$ cat src/rtl/skid_buffer.sv
// rtl/skid_buffer.sv - two-entry registered elastic stage with valid/ready on both sides
// Both ready and valid come from flops, so m_ready_i never reaches s_ready_o combinationally.
module skid_buffer #(
  parameter int Width = 16
) (
  input  logic             clk_i,
  input  logic             rst_i,
  input  logic             s_valid_i,
  output logic             s_ready_o,
  input  logic [Width-1:0] s_data_i,
  output logic             m_valid_o,
  input  logic             m_ready_i,
  output logic [Width-1:0] m_data_o,
  output logic [1:0]       occupancy_o
);

  localparam logic [1:0] StEmpty = 2'd0;
  localparam logic [1:0] StBusy  = 2'd1;
  localparam logic [1:0] StFull  = 2'd2;

  logic [1:0]       state_q, state_d;
  logic [Width-1:0] out_q, out_d;
  logic [Width-1:0] skid_q, skid_d;
  logic             s_ready_q;
  logic             m_valid_q;
  logic             up_xfer;
  logic             dn_xfer;

  assign up_xfer = s_valid_i & s_ready_q;
  assign dn_xfer = m_valid_q & m_ready_i;

  always_comb begin
    state_d = state_q;
    out_d   = out_q;
    skid_d  = skid_q;
    case (state_q)
      StEmpty: begin
        if (up_xfer) begin
          out_d   = s_data_i;
          state_d = StBusy;
        end
      end
      StBusy: begin
        if (up_xfer && dn_xfer) begin
          out_d = s_data_i;
        end else if (up_xfer) begin
          skid_d  = s_data_i;
          state_d = StFull;
        end else if (dn_xfer) begin
          state_d = StEmpty;
        end
      end
      StFull: begin
        // The skid word is always younger than out, so it moves up on a drain.
        if (dn_xfer) begin
          out_d   = skid_q;
          state_d = StBusy;
        end
      end
      default: state_d = StEmpty;
    endcase
  end

  always_ff @(posedge clk_i) begin
    if (rst_i) begin
      state_q   <= StEmpty;
      out_q     <= '0;
      skid_q    <= '0;
      s_ready_q <= 1'b0;
      m_valid_q <= 1'b0;
    end else begin
      state_q   <= state_d;
      out_q     <= out_d;
      skid_q    <= skid_d;
      s_ready_q <= (state_d != StFull);
      m_valid_q <= (state_d != StEmpty);
    end
  end

  assign s_ready_o   = s_ready_q;
  assign m_valid_o   = m_valid_q;
  assign m_data_o    = out_q;
  assign occupancy_o = state_q;

endmodule

$ cat config.mk
export PLATFORM = sky130hd
export DESIGN_NAME = skid_buffer
export DESIGN_NICKNAME = d
export VERILOG_FILES = /design/src/rtl/skid_buffer.sv
export SDC_FILE = /design/constraint.sdc
export NUM_CORES = 1
export LEC_CHECK = 0
export CAP_MARGIN = 20
export CORE_MARGIN = 5
export CORE_UTILIZATION = 49
export DETAILED_ROUTE_END_ITERATION = 10
export PLACE_DENSITY = 0.81
export SYNTH_ARGS = -nofsm -noshare
export SYNTH_HDL_FRONTEND = slang
export SYNTH_SLANG_ARGS = --single-unit
$ cat constraint.sdc
create_clock -name clk_i -period 1.7 [get_ports clk_i]
set_input_delay 0.255 -clock clk_i [delete_from_list [all_inputs] [get_ports clk_i]]
set_output_delay 0.255 -clock clk_i [all_outputs]
set_load 0.01 [all_outputs]
==> After elaboration in Yosys (flattened, before gate mapping) <==
Index checks and enable logic that the tools add are counted.
{ "word_totals": {"register_bits": 36, "latch_bits": 0, "ramBits": 0, "mem_bits_ro": 0, "out_inout_bits": 20, "mem_count": 0} }
{ "op_classes": {"addsub": 0, "multipliers": 0, "div": 0, "order_cmp": 0, "n_eq_ne": 6, "n_shift": 0, "mux": 10, "n_bitwise": 3, "reduce_logical": 6} }
{ "ops": {"columns": ["op", "count"], "rows": [
  ["16-bit two-way mux", 3],
  ["16-bit case mux with 3 select lines", 1],
  ["2-bit two-way mux", 5],
  ["2-bit != test, second input constant", 4],
  ["2-bit case mux with 3 select lines", 1],
  ["4-bit AND reduction", 1],
  ["3-bit AND reduction", 1],
  ["3-bit nonzero test", 1],
  ["1-bit AND", 2],
  ["2-bit by 1-bit equality test with 1-bit output, second input constant", 1],
  ["2-bit equality test, second input constant", 1],
  ["2-bit logical NOT", 1],
  ["2-bit nonzero test", 1],
  ["1-bit logical AND", 1],
  ["1-bit NOT", 1]
]} }

==> Longest topological paths before layout <==
Gate-level depths: netlist (run 1).
{ "depth": {"word_depth": 6, "ltp_mapped": 5, "mapped_depth_nobuf": 3} }

==> Least setup slack after synthesis (run 1) <==
No wires, ideal clock.
{ "synth_timing": {"path_kind": "register -> register", "startpoint": "register state_q[1] (netlist: occupancy_o[1])", "endpoint": "register out_q[15] (netlist: m_data_o[15])", "arrival_ns": 1.225, "required_ns": 1.557, "slack_ns": 0.332, "path_stages_with_launch": 6, "synth_period_minus_slack_ns": 1.368, "path_cell_list": "dfxtp_1 -> and3b_1 -> buf_2 -> buf_4 -> a211oi_2 -> a211oi_2"} }
{ "synth_between": {"elab_chain_len": 3, "word_cells_on_any_way": 9} }
{ "synth_lines": {"columns": ["element", "line", "text"], "rows": [
  ["from (decl)", "21", "logic [1:0] state_q, state_d;"],
  ["from (signal assigned)", "66", "state_q <= StEmpty;"],
  ["from (signal assigned)", "72", "state_q <= state_d;"],
  ["2-bit by 1-bit equality test with 1-bit output (tied with other cells)", "36", "case (state_q)"],
  ["2-bit != test (no source line) or 3-bit nonzero test (tied branches)", null, null],
  ["4-bit AND reduction (no source line)", null, null],
  ["to (signal assigned)", "73", "out_q <= out_d;"],
  ["to (decl)", "22", "logic [Width-1:0] out_q, out_d;"]
]} }
Several ways; a longest one is shown, not always the timed one.
A chain may end at the register's enable or synchronous reset.

==> Worst setup path in the final report (run 1) <==
{ "layout_timing": {"startpoint": "register m_valid_q (netlist: m_valid_o)", "endpoint": "output m_valid_o"} }
{ "layout_lines": {"columns": ["element", "line", "text"], "rows": [
  ["from (decl)", "25", "logic m_valid_q;"],
  ["from (signal assigned)", "76", "m_valid_q <= (state_d != StEmpty);"],
  ["to (decl)", "11", "output logic m_valid_o,"]
]} }
No word-level cell between the ends.

==> flow_metrics.tcl, run 1 <==
set metrics [dict create \
    grt_pass1_wl_um 7300 \
    synth_most_common_cell "dfxtp_1" \
    relSlewSlack_pct 71.2 \
    clk_path_buf_depth 2 \
    gp_congestion 0.799 \
    area_growth_pct 30.6 \
    synthTopCellsByCount "dfxtp_1, a211oi_2, a21oi_1" \
    routed_wl_um 4390 \
    antennaDiodeCount 0 \
    period_share_pct 96.0 \
    post-cts-setup-buffers 0 \
    cts-htree-levels 2 \
    yosysTopAreaCellShare_pct 41.4 \
    num_io_pins 40 \
    hold_buffers 0 \
    cts_sinks 36 \
    worst_pin_slew_ps 433 \
    numCtsBuffers 5 \
    yosysWarnings 0 \
    synth_flop_cell "dfxtp_1" \
    grt_max_degree 34 \
    dr.pass1.iters 4 \
    cap_violations 0 \
    crit_slowest_cell "clkdlybuf4s50_1" \
    cpPeakStageDelay_ps 580 \
    nNetsFinal 228 \
    drive_gt1_share_pct 21.1 \
    cts_root_buf "clkbuf_4" \
    hold_violations 0 \
    max_freq_ghz 0.613 \
    final_cells 255 \
    netlist_instances 169 \
    vias_per_cell 5.85 \
    leakagePower_nw 0.859 \
    vias 1492 \
    path_clk_slew_ps 110 \
    end_kind "primary output" \
    synth_area_leaders "dfxtp_1, a211oi_2, mux2i_1" \
    path_class "reg -> out" \
    core_mm2 0.00339 \
    first_global_vias 1581 \
    postLayoutCoreUtil_pct 67.1 \
    drt_iter0_drc 165 \
    synth_top_cell_by_area "dfxtp_1" \
    drc_errors 0 \
    grt_remaining_overflow 0 \
    drtAntennaViolNets 0 \
    die_y_um 69.6 \
    fp.dieArea_mm2 0.00484 \
    rows 21 \
    path_buf_inv 1 \
    synthArstFlopShare_pct 0 \
    initial_core_util_pct 51.3 \
    place_hpwl_um 2900 \
    skew_ps 6.48 \
    track_usage_pct 18.6 \
    power-per-cell-area_mw_per_mm2 865 \
    synth_seq_cells 36 \
    syn_avg_cell_area_um2 10.3 \
    syn_nets 189 \
    post-place-cells 247 \
    die_w_um 69.6 \
    synth_edf_count 0 \
    clkLatencyLatePin_ps 340 \
    whs_ps 482 \
    setup_viol 0 \
    fin_crit_ps 1630 \
    wire_per_inst_um 17.2 \
    n_fill_cell 272 \
    crit_required_ps 1440 \
    hold_class "reg -> reg" \
    synth_cell_types 29 \
    drv_slew 0 \
    outcome "completed" \
    path_delay_family "buffers and inverters" \
    antenna_found_initial 0 \
    irDropWorstVdd_uv 533 \
    crit_chain "clkdlybuf4s50_1" \
    rsz0062_at_grt "false" \
    startpoint_type "flip-flop" \
    crit_fanout 5 \
    io_buffers 39 \
    seq_area_frac_synth_pct 41.4 \
    cts_tree "done" \
    critPathArrivalTime_ps 1380 \
    syn_area_mm2 0.00174 \
]
## logic make-up (layout without fill, tap and decap cells)
group	Yosys count	after routing	synth area share (%)
and+or+nand+nor	28	28	9.49
AOI/OAI and AO/OA	71	71	33.0
muxes	16	16	9.20
buffers and inverters	18	58	6.90
DFF	36	36	41.4
## flip-flops by register name, summed over array words and instances (netlist names)
signal       cells
m_data_o        16
m_valid_o        1
occupancy_o      2
s_ready_o        1
skid_q          16
## path summary, 6_finish.rpt
kind                        startpoint                        to  slack [ps]  depth (start not counted)
max               m_valid_o$_SDFF_PP0_                 m_valid_o          70                          1
min             skid_q[6]$_SDFFE_PP0P_    skid_q[6]$_SDFFE_PP0P_         480                          2
max reg2reg  occupancy_o[0]$_SDFF_PP0_  m_data_o[2]$_SDFFE_PP0P_         280                          4
min reg2reg     skid_q[6]$_SDFFE_PP0P_    skid_q[6]$_SDFFE_PP0P_         480                          2
## per-stage QoR
stage / setup slack, ps / power (W) / TNS (ps) / instance area (um2)
floorplan: 332 / 0.00119 / 0 / 1740
global placement: -80.1 / 0.00137 / -1500 / 2190
detailed placement: -160 / 0.00139 / -3340 / 2190
CTS: 4.21 / 0.00198 / 0 / 2260
global route: 14.4 / 0.00206 / 0 / 2270
finish: 68.5 / 0.00197 / 0 / 2270
## metal layers
| layer | GRT usage, % | up-vias | routed length, um |
|---|---|---|---|
| li1 | - | 717 | - |
| met4 | 6.07 | 0 | 55 |
| met3 | 6.67 | 6 | 272 |
| met1 | 21.2 | 717 | 1800 |
| met5 | 0 | - | 0 |
| met2 | 32.0 | 52 | 2260 |
## power by group
group          switching (W)  leakage, nW  internal [W]
Combinational       0.000209        0.522      0.000228
Clock               0.000285       0.0422      0.000308
Sequential         0.0000414        0.295      0.000893
## placed cells by master (no fill, tap or decap), types with 2 or more instances in the layout
master,count
nand2_1,2
mux2i_1,16
a21oi_1,17
dfxtp_1,34
o21ai_1,2
a211oi_2,20
dfxtp_2,2
buf_12,3
clkbuf_4,5
clkdlybuf4s50_1,39
buf_4,8
a211oi_1,12
o21ai_0,15
nand3_1,16
## what timing repair did
item / 4_1_cts / 5_1_grt
endpoints found under the setup margin: 0 / 4
endpoints found under the hold margin: 0 / 0
gates resized for setup: 0 / 3
## area by class of cell
cell class | instances | area [um2] | share of cell area [%]
tap | 46 | 57.6 | 2.53
multi-input combinational | 115 | 906 | 39.8
clock buffer | 6 | 41.3 | 1.82
timing repair buffer | 50 | 510 | 22.5
sequential | 36 | 723 | 31.8
clock inverter | 2 | 35.0 | 1.54
Note: power is estimated with default switching activity, not from simulation.
==> inputs of run 2 (changes only) <==
CAP_MARGIN = default   (was 20)
RECOVER_POWER = 25   (was default)
==> run 2 against run 1 <==
  * Total power shrank 0.52%
  * Final area shrank 0.77%
  * Global-route usage is the same
  * Sequential cell count is the same
  * Cell count is the same
  * Sequential share of layout area grew 0.25 points
  * Clock skew shrank 0.79 ps
  * Register-to-register slack lost 140 ps
==> flow_metrics.tcl, run 2 (synthesis gave the netlist of run 1 again) <==
set metrics [dict create \
    grt_remaining_overflow 0 \
    fp.dieArea_mm2 0.00484 \
    num_io_pins 40 \
    postLayoutCoreUtil_pct 66.6 \
    rsz0062_at_grt "false" \
    hold_class "reg -> reg" \
    numCtsBuffers 5 \
    whs_ps 482 \
    antennaDiodeCount 0 \
    drc_errors 0 \
    rr_endpoint "occupancy_o[0]$_SDFF_PP0_" \
    power-per-cell-area_mw_per_mm2 867 \
    crit_required_ps 1950 \
    vias 1493 \
    die_w_um 69.6 \
    period_share_pct 94.7 \
    dr.pass1.iters 4 \
    outcome "completed" \
    drive_gt1_share_pct 20.1 \
    initial_core_util_pct 51.3 \
    path_class "in -> reg" \
    hold_path_end "skid_q[6]$_SDFFE_PP0P_" \
    place_hpwl_um 2900 \
    max_freq_ghz 0.621 \
    irDropWorstVdd_uv 532 \
    clk_path_buf_depth 2 \
    wire_per_inst_um 17.2 \
    post-cts-setup-buffers 0 \
    worst_pin_slew_ps 429 \
    min-delay-start "skid_q[6]$_SDFFE_PP0P_" \
    cts_tree "done" \
    fin_ws_ps 90.3 \
    hold_violations 0 \
    grt_max_degree 34 \
    cts_sinks 36 \
    drt_iter0_drc 135 \
    core_mm2 0.00339 \
    startpoint_type "input pin" \
    final_cell_mix "clkdlybuf4s50_1, dfxtp_1, a211oi_2, a21oi_1" \
    antenna_found_initial 0 \
    cts_root_buf "clkbuf_4" \
    cpPeakStageDelay_ps 450 \
    whs_path_depth 2 \
    drv_slew 0 \
    io_buffers 39 \
    rows 21 \
    track_usage_pct 18.6 \
    p_total_w 0.00196 \
    crit_chain "clkdlybuf4s50_1, clkbuf_4, a21boi_1, clkbuf_2, nor3b_1, nor4bb_1" \
    cts-htree-levels 2 \
    final_common_cell "clkdlybuf4s50_1" \
    crit_slowest_cell "clkdlybuf4s50_1" \
    routed_wl_um 4380 \
    path_clk_slew_ps 110 \
    end_kind "flip-flop" \
    gp_congestion 0.799 \
    leakagePower_nw 0.852 \
    cap_violations 0 \
    drtAntennaViolNets 0 \
    crit_fanout 12 \
    vias_per_cell 5.85 \
    critPathArrivalTime_ps 1860 \
    grt_pass1_wl_um 7300 \
    clkLatencyLatePin_ps 330 \
    die_y_um 69.6 \
    fin_crit_ps 1610 \
    skew_ps 5.70 \
    setup_viol 0 \
    reg2reg_from "occupancy_o[0]$_SDFF_PP0_" \
    first_global_vias 1581 \
    relSlewSlack_pct 71.4 \
    rr_worst_depth 4 \
    nNetsFinal 228 \
    dp_slack_ps -160 \
    fin_area_mm2 0.00226 \
    placed_area_mm2 0.00219 \
    regToRegSetupSlack_ps 140 \
    area_growth_pct 29.6 \
]
## run 2: through the flow
| stage | TNS [ps] | cells |
|---|---|---|
| 2_1_floorplan | 0 | 169 |
| 3_3_place_gp | -1500 | 247 |
| 3_5_place_dp | -3340 | 247 |
| 4_1_cts | 0 | 255 |
| 5_1_grt | 0 | 255 |
| 6_report | 0 | 255 |
## run 2: repair_timing
item / in CTS / in global routing
setup endpoints to repair: 0 / 4
hold endpoints to repair: 0 / 0
resized for setup: 0 / 3
hold buffers: 0 / 0
## run 2: worst max-delay path by stage
| stage | from | endpoint | slack (ps) | cells after the start |
|---|---|---|---|---|
| after floorplan | occupancy_o[1]$_SDFF_PP0_ | m_data_o[15]$_SDFFE_PP0P_ | 330 | 5 |
| after global placement | m_ready_i | m_data_o[7]$_SDFFE_PP0P_ | -80 | 4 |
| after detailed placement | m_ready_i | m_data_o[7]$_SDFFE_PP0P_ | -160 | 4 |
| after CTS | occupancy_o[1]$_SDFF_PP0_ | occupancy_o[1] | 4 | 1 |
| after global routing | m_ready_i | occupancy_o[0]$_SDFF_PP0_ | 50 | 6 |
| final | m_ready_i | occupancy_o[0]$_SDFF_PP0_ | 90 | 6 |
## run 2: cell type report
| class | instances | area, um2 |
|---|---|---|
| Timing Repair Buffer | 50 | 504 |
| Fill cell | 276 | 1130 |
| Tap cell | 46 | 57.6 |
| Clock buffer | 6 | 41.3 |
| Multi-Input combinational cell | 115 | 895 |
| Sequential cell | 36 | 723 |
| Clock inverter | 2 | 35.0 |
## run 2: critical path, delay by kind of cell
family | cells | cell delay, ps
and+or+nand+nor | 2 | 330
buffers and inverters | 3 | 970
AOI/OAI and AO/OA | 1 | 310
## run 2: where the power goes
group / switching, W / total (W) / internal [W]
combinational: 0.000208 / 0.000430 / 0.000222
clock: 0.000284 / 0.000592 / 0.000308
sequential: 0.0000397 / 0.000933 / 0.000893
## run 2: per-layer routing
layer | routed length [um] | share of wire [%] | vias to the layer above | global-route usage (%)
li1 | - | - | 718 | -
met1 | 1810 | 41 | 717 | 21.2
met2 | 2250 | 51 | 54 | 32.0
met3 | 273 | 6.2 | 4 | 6.67
met4 | 42 | 0.96 | 0 | 6.07
met5 | 0 | 0 | - | 0
==> inputs of run 3 (changes only) <==
HOLD_SLACK_MARGIN = 0.1   (was default)
REMOVE_ABC_BUFFERS = 1   (was default)
==> run 3 against run 2 <==
  * Combinational power about the same
  * Largest cell class unchanged
  * Sequential cell count unchanged
  * Critical path type is now reg -> out
  * Total power down 0.24%
==> flow_metrics.tcl, run 3 (synthesis gave the netlist of run 1 again) <==
set metrics [dict create \
    antennaDiodeCount 0 \
    leakagePower_nw 0.852 \
    dr.pass1.iters 4 \
    grt_pass1_wl_um 7350 \
    drc_errors 0 \
    crit_required_ps 1440 \
    clkLatencyLatePin_ps 340 \
    rr_endpoint "m_data_o[12]$_SDFFE_PP0P_" \
    wire_per_inst_um 16.9 \
    skew_ps 8.01 \
    cpPeakStageDelay_ps 570 \
    io_buffers 39 \
    die_y_um 69.6 \
    cap_violations 0 \
    vias 1508 \
    nNetsFinal 229 \
    relSlewSlack_pct 71.4 \
    antenna_found_initial 0 \
    hold_path_end "skid_q[5]$_SDFFE_PP0P_" \
    grt_max_degree 37 \
    hold_class "reg -> reg" \
    fin_ws_ps 120 \
    drtAntennaViolNets 0 \
    vias_per_cell 5.89 \
    postLayoutCoreUtil_pct 66.2 \
    startpoint_type "flip-flop" \
    final_cells 256 \
    cts_sinks 36 \
    track_usage_pct 18.4 \
    gp_congestion 0.747 \
    path_buf_inv 1 \
    routedLengthMet1_um 1760 \
    initial_core_util_pct 51.3 \
    drv_slew 0 \
    worst_pin_slew_ps 428 \
    whs_ps 483 \
    power-per-cell-area_mw_per_mm2 869 \
    fp.dieArea_mm2 0.00484 \
    grt_remaining_overflow 0 \
    fin_crit_ps 1580 \
    cts_root_buf "clkbuf_4" \
    dp_slack_ps -127 \
    rr_worst_depth 4 \
    clk_path_buf_depth 2 \
    min-delay-start "skid_q[5]$_SDFFE_PP0P_" \
    hold_violations 0 \
    crit_chain "clkdlybuf4s50_1" \
    regToRegSetupSlack_ps 180 \
    drt_iter0_drc 98 \
    top_layer "met4" \
    n_fill_cell 284 \
    cts_tree "done" \
    period_share_pct 93.0 \
    num_io_pins 40 \
    drive_gt1_share_pct 20.0 \
    dr_wl_met2_um 2240 \
    core_mm2 0.00339 \
    cts-htree-levels 2 \
    die_w_um 69.6 \
    critPathArrivalTime_ps 1330 \
    crit_fanout 5 \
    area_growth_pct 29.0 \
    outcome "completed" \
    reg2reg_from "occupancy_o[0]$_SDFF_PP0_" \
    first_global_vias 1607 \
    wl_met3_um 270 \
    numCtsBuffers 5 \
    p_total_w 0.00195 \
    whs_path_depth 2 \
    final_cell_mix "clkdlybuf4s50_1, dfxtp_1, a211oi_2, a21oi_1" \
    routed_wl_um 4320 \
    post-cts-setup-buffers 0 \
    place_hpwl_um 2960 \
    crit_slowest_cell "clkdlybuf4s50_1" \
    post-place-cells 248 \
    path_clk_slew_ps 100 \
    rsz0062_at_grt "false" \
    irDropWorstVdd_uv 537 \
    setup_viol 0 \
    final_common_cell "clkdlybuf4s50_1" \
    rows 21 \
    path_delay_family "buffers and inverters" \
    max_freq_ghz 0.633 \
    end_kind "primary output" \
    path_class "reg -> out" \
]
run 3: per-layer routing:
layer | vias up | track usage, %
met4 | 0 | 6.72
met3 | 5 | 4.20
met1 | 731 | 20.2
met2 | 52 | 34.1
li1 | 720 | -
met5 | - | 0
run 3: cell type report:
cell class | count | area [um2] | share of cell area, %
timing repair buffer | 51 | 493 | 22.0
multi-input combinational | 115 | 895 | 39.9
clock inverter | 2 | 35.0 | 1.56
sequential | 36 | 723 | 32.2
clock buffer | 6 | 41.3 | 1.84
tap | 46 | 57.6 | 2.56
run 3: worst max-delay path by stage:
stage                              start  depth (start not counted)  slack, ps                        end
6_report            m_valid_o$_SDFF_PP0_                          1        120                  m_valid_o
3_5_place_dp                   m_ready_i                          4       -130  m_data_o[11]$_SDFFE_PP0P_
2_1_floorplan  occupancy_o[0]$_SDFF_PP0_                          3       -120  m_data_o[10]$_SDFFE_PP0P_
4_1_cts        occupancy_o[1]$_SDFF_PP0_                          1         40             occupancy_o[1]
5_1_grt                        m_ready_i                          6         50   m_data_o[9]$_SDFFE_PP0P_
3_3_place_gp                   m_ready_i                          4        -60   m_data_o[7]$_SDFFE_PP0P_
run 3: stage by stage:
step                      area (um2)  TNS (ps)
after floorplan                 1620     -1660
after global placement          2180      -989
after detailed placement        2180     -2270
after CTS                       2260         0
after global routing            2240         0
final                           2240         0
run 3: what timing repair did:
action / in CTS / in global routing
gates resized for setup: 0 / 3
hold buffers: 0 / 0
setup endpoints to repair: 0 / 3
endpoints found under the hold margin: 0 / 0
run 3: tightest hold or removal path, cell delays in order, from the launching register on:
cell and delay, ps:
dfxtp_1 320, o21ai_0 60, a21oi_1 60
run 3: report_power, final:
group / total, W / switching (W) / leakage, nW / internal, W
registers: 0.000930 / 0.0000367 / 0.295 / 0.000893
logic: 0.000429 / 0.000209 / 0.515 / 0.000219
clock network: 0.000592 / 0.000284 / 0.0422 / 0.000308
total: 0.00195 / 0.000530 / 0.852 / 0.00142
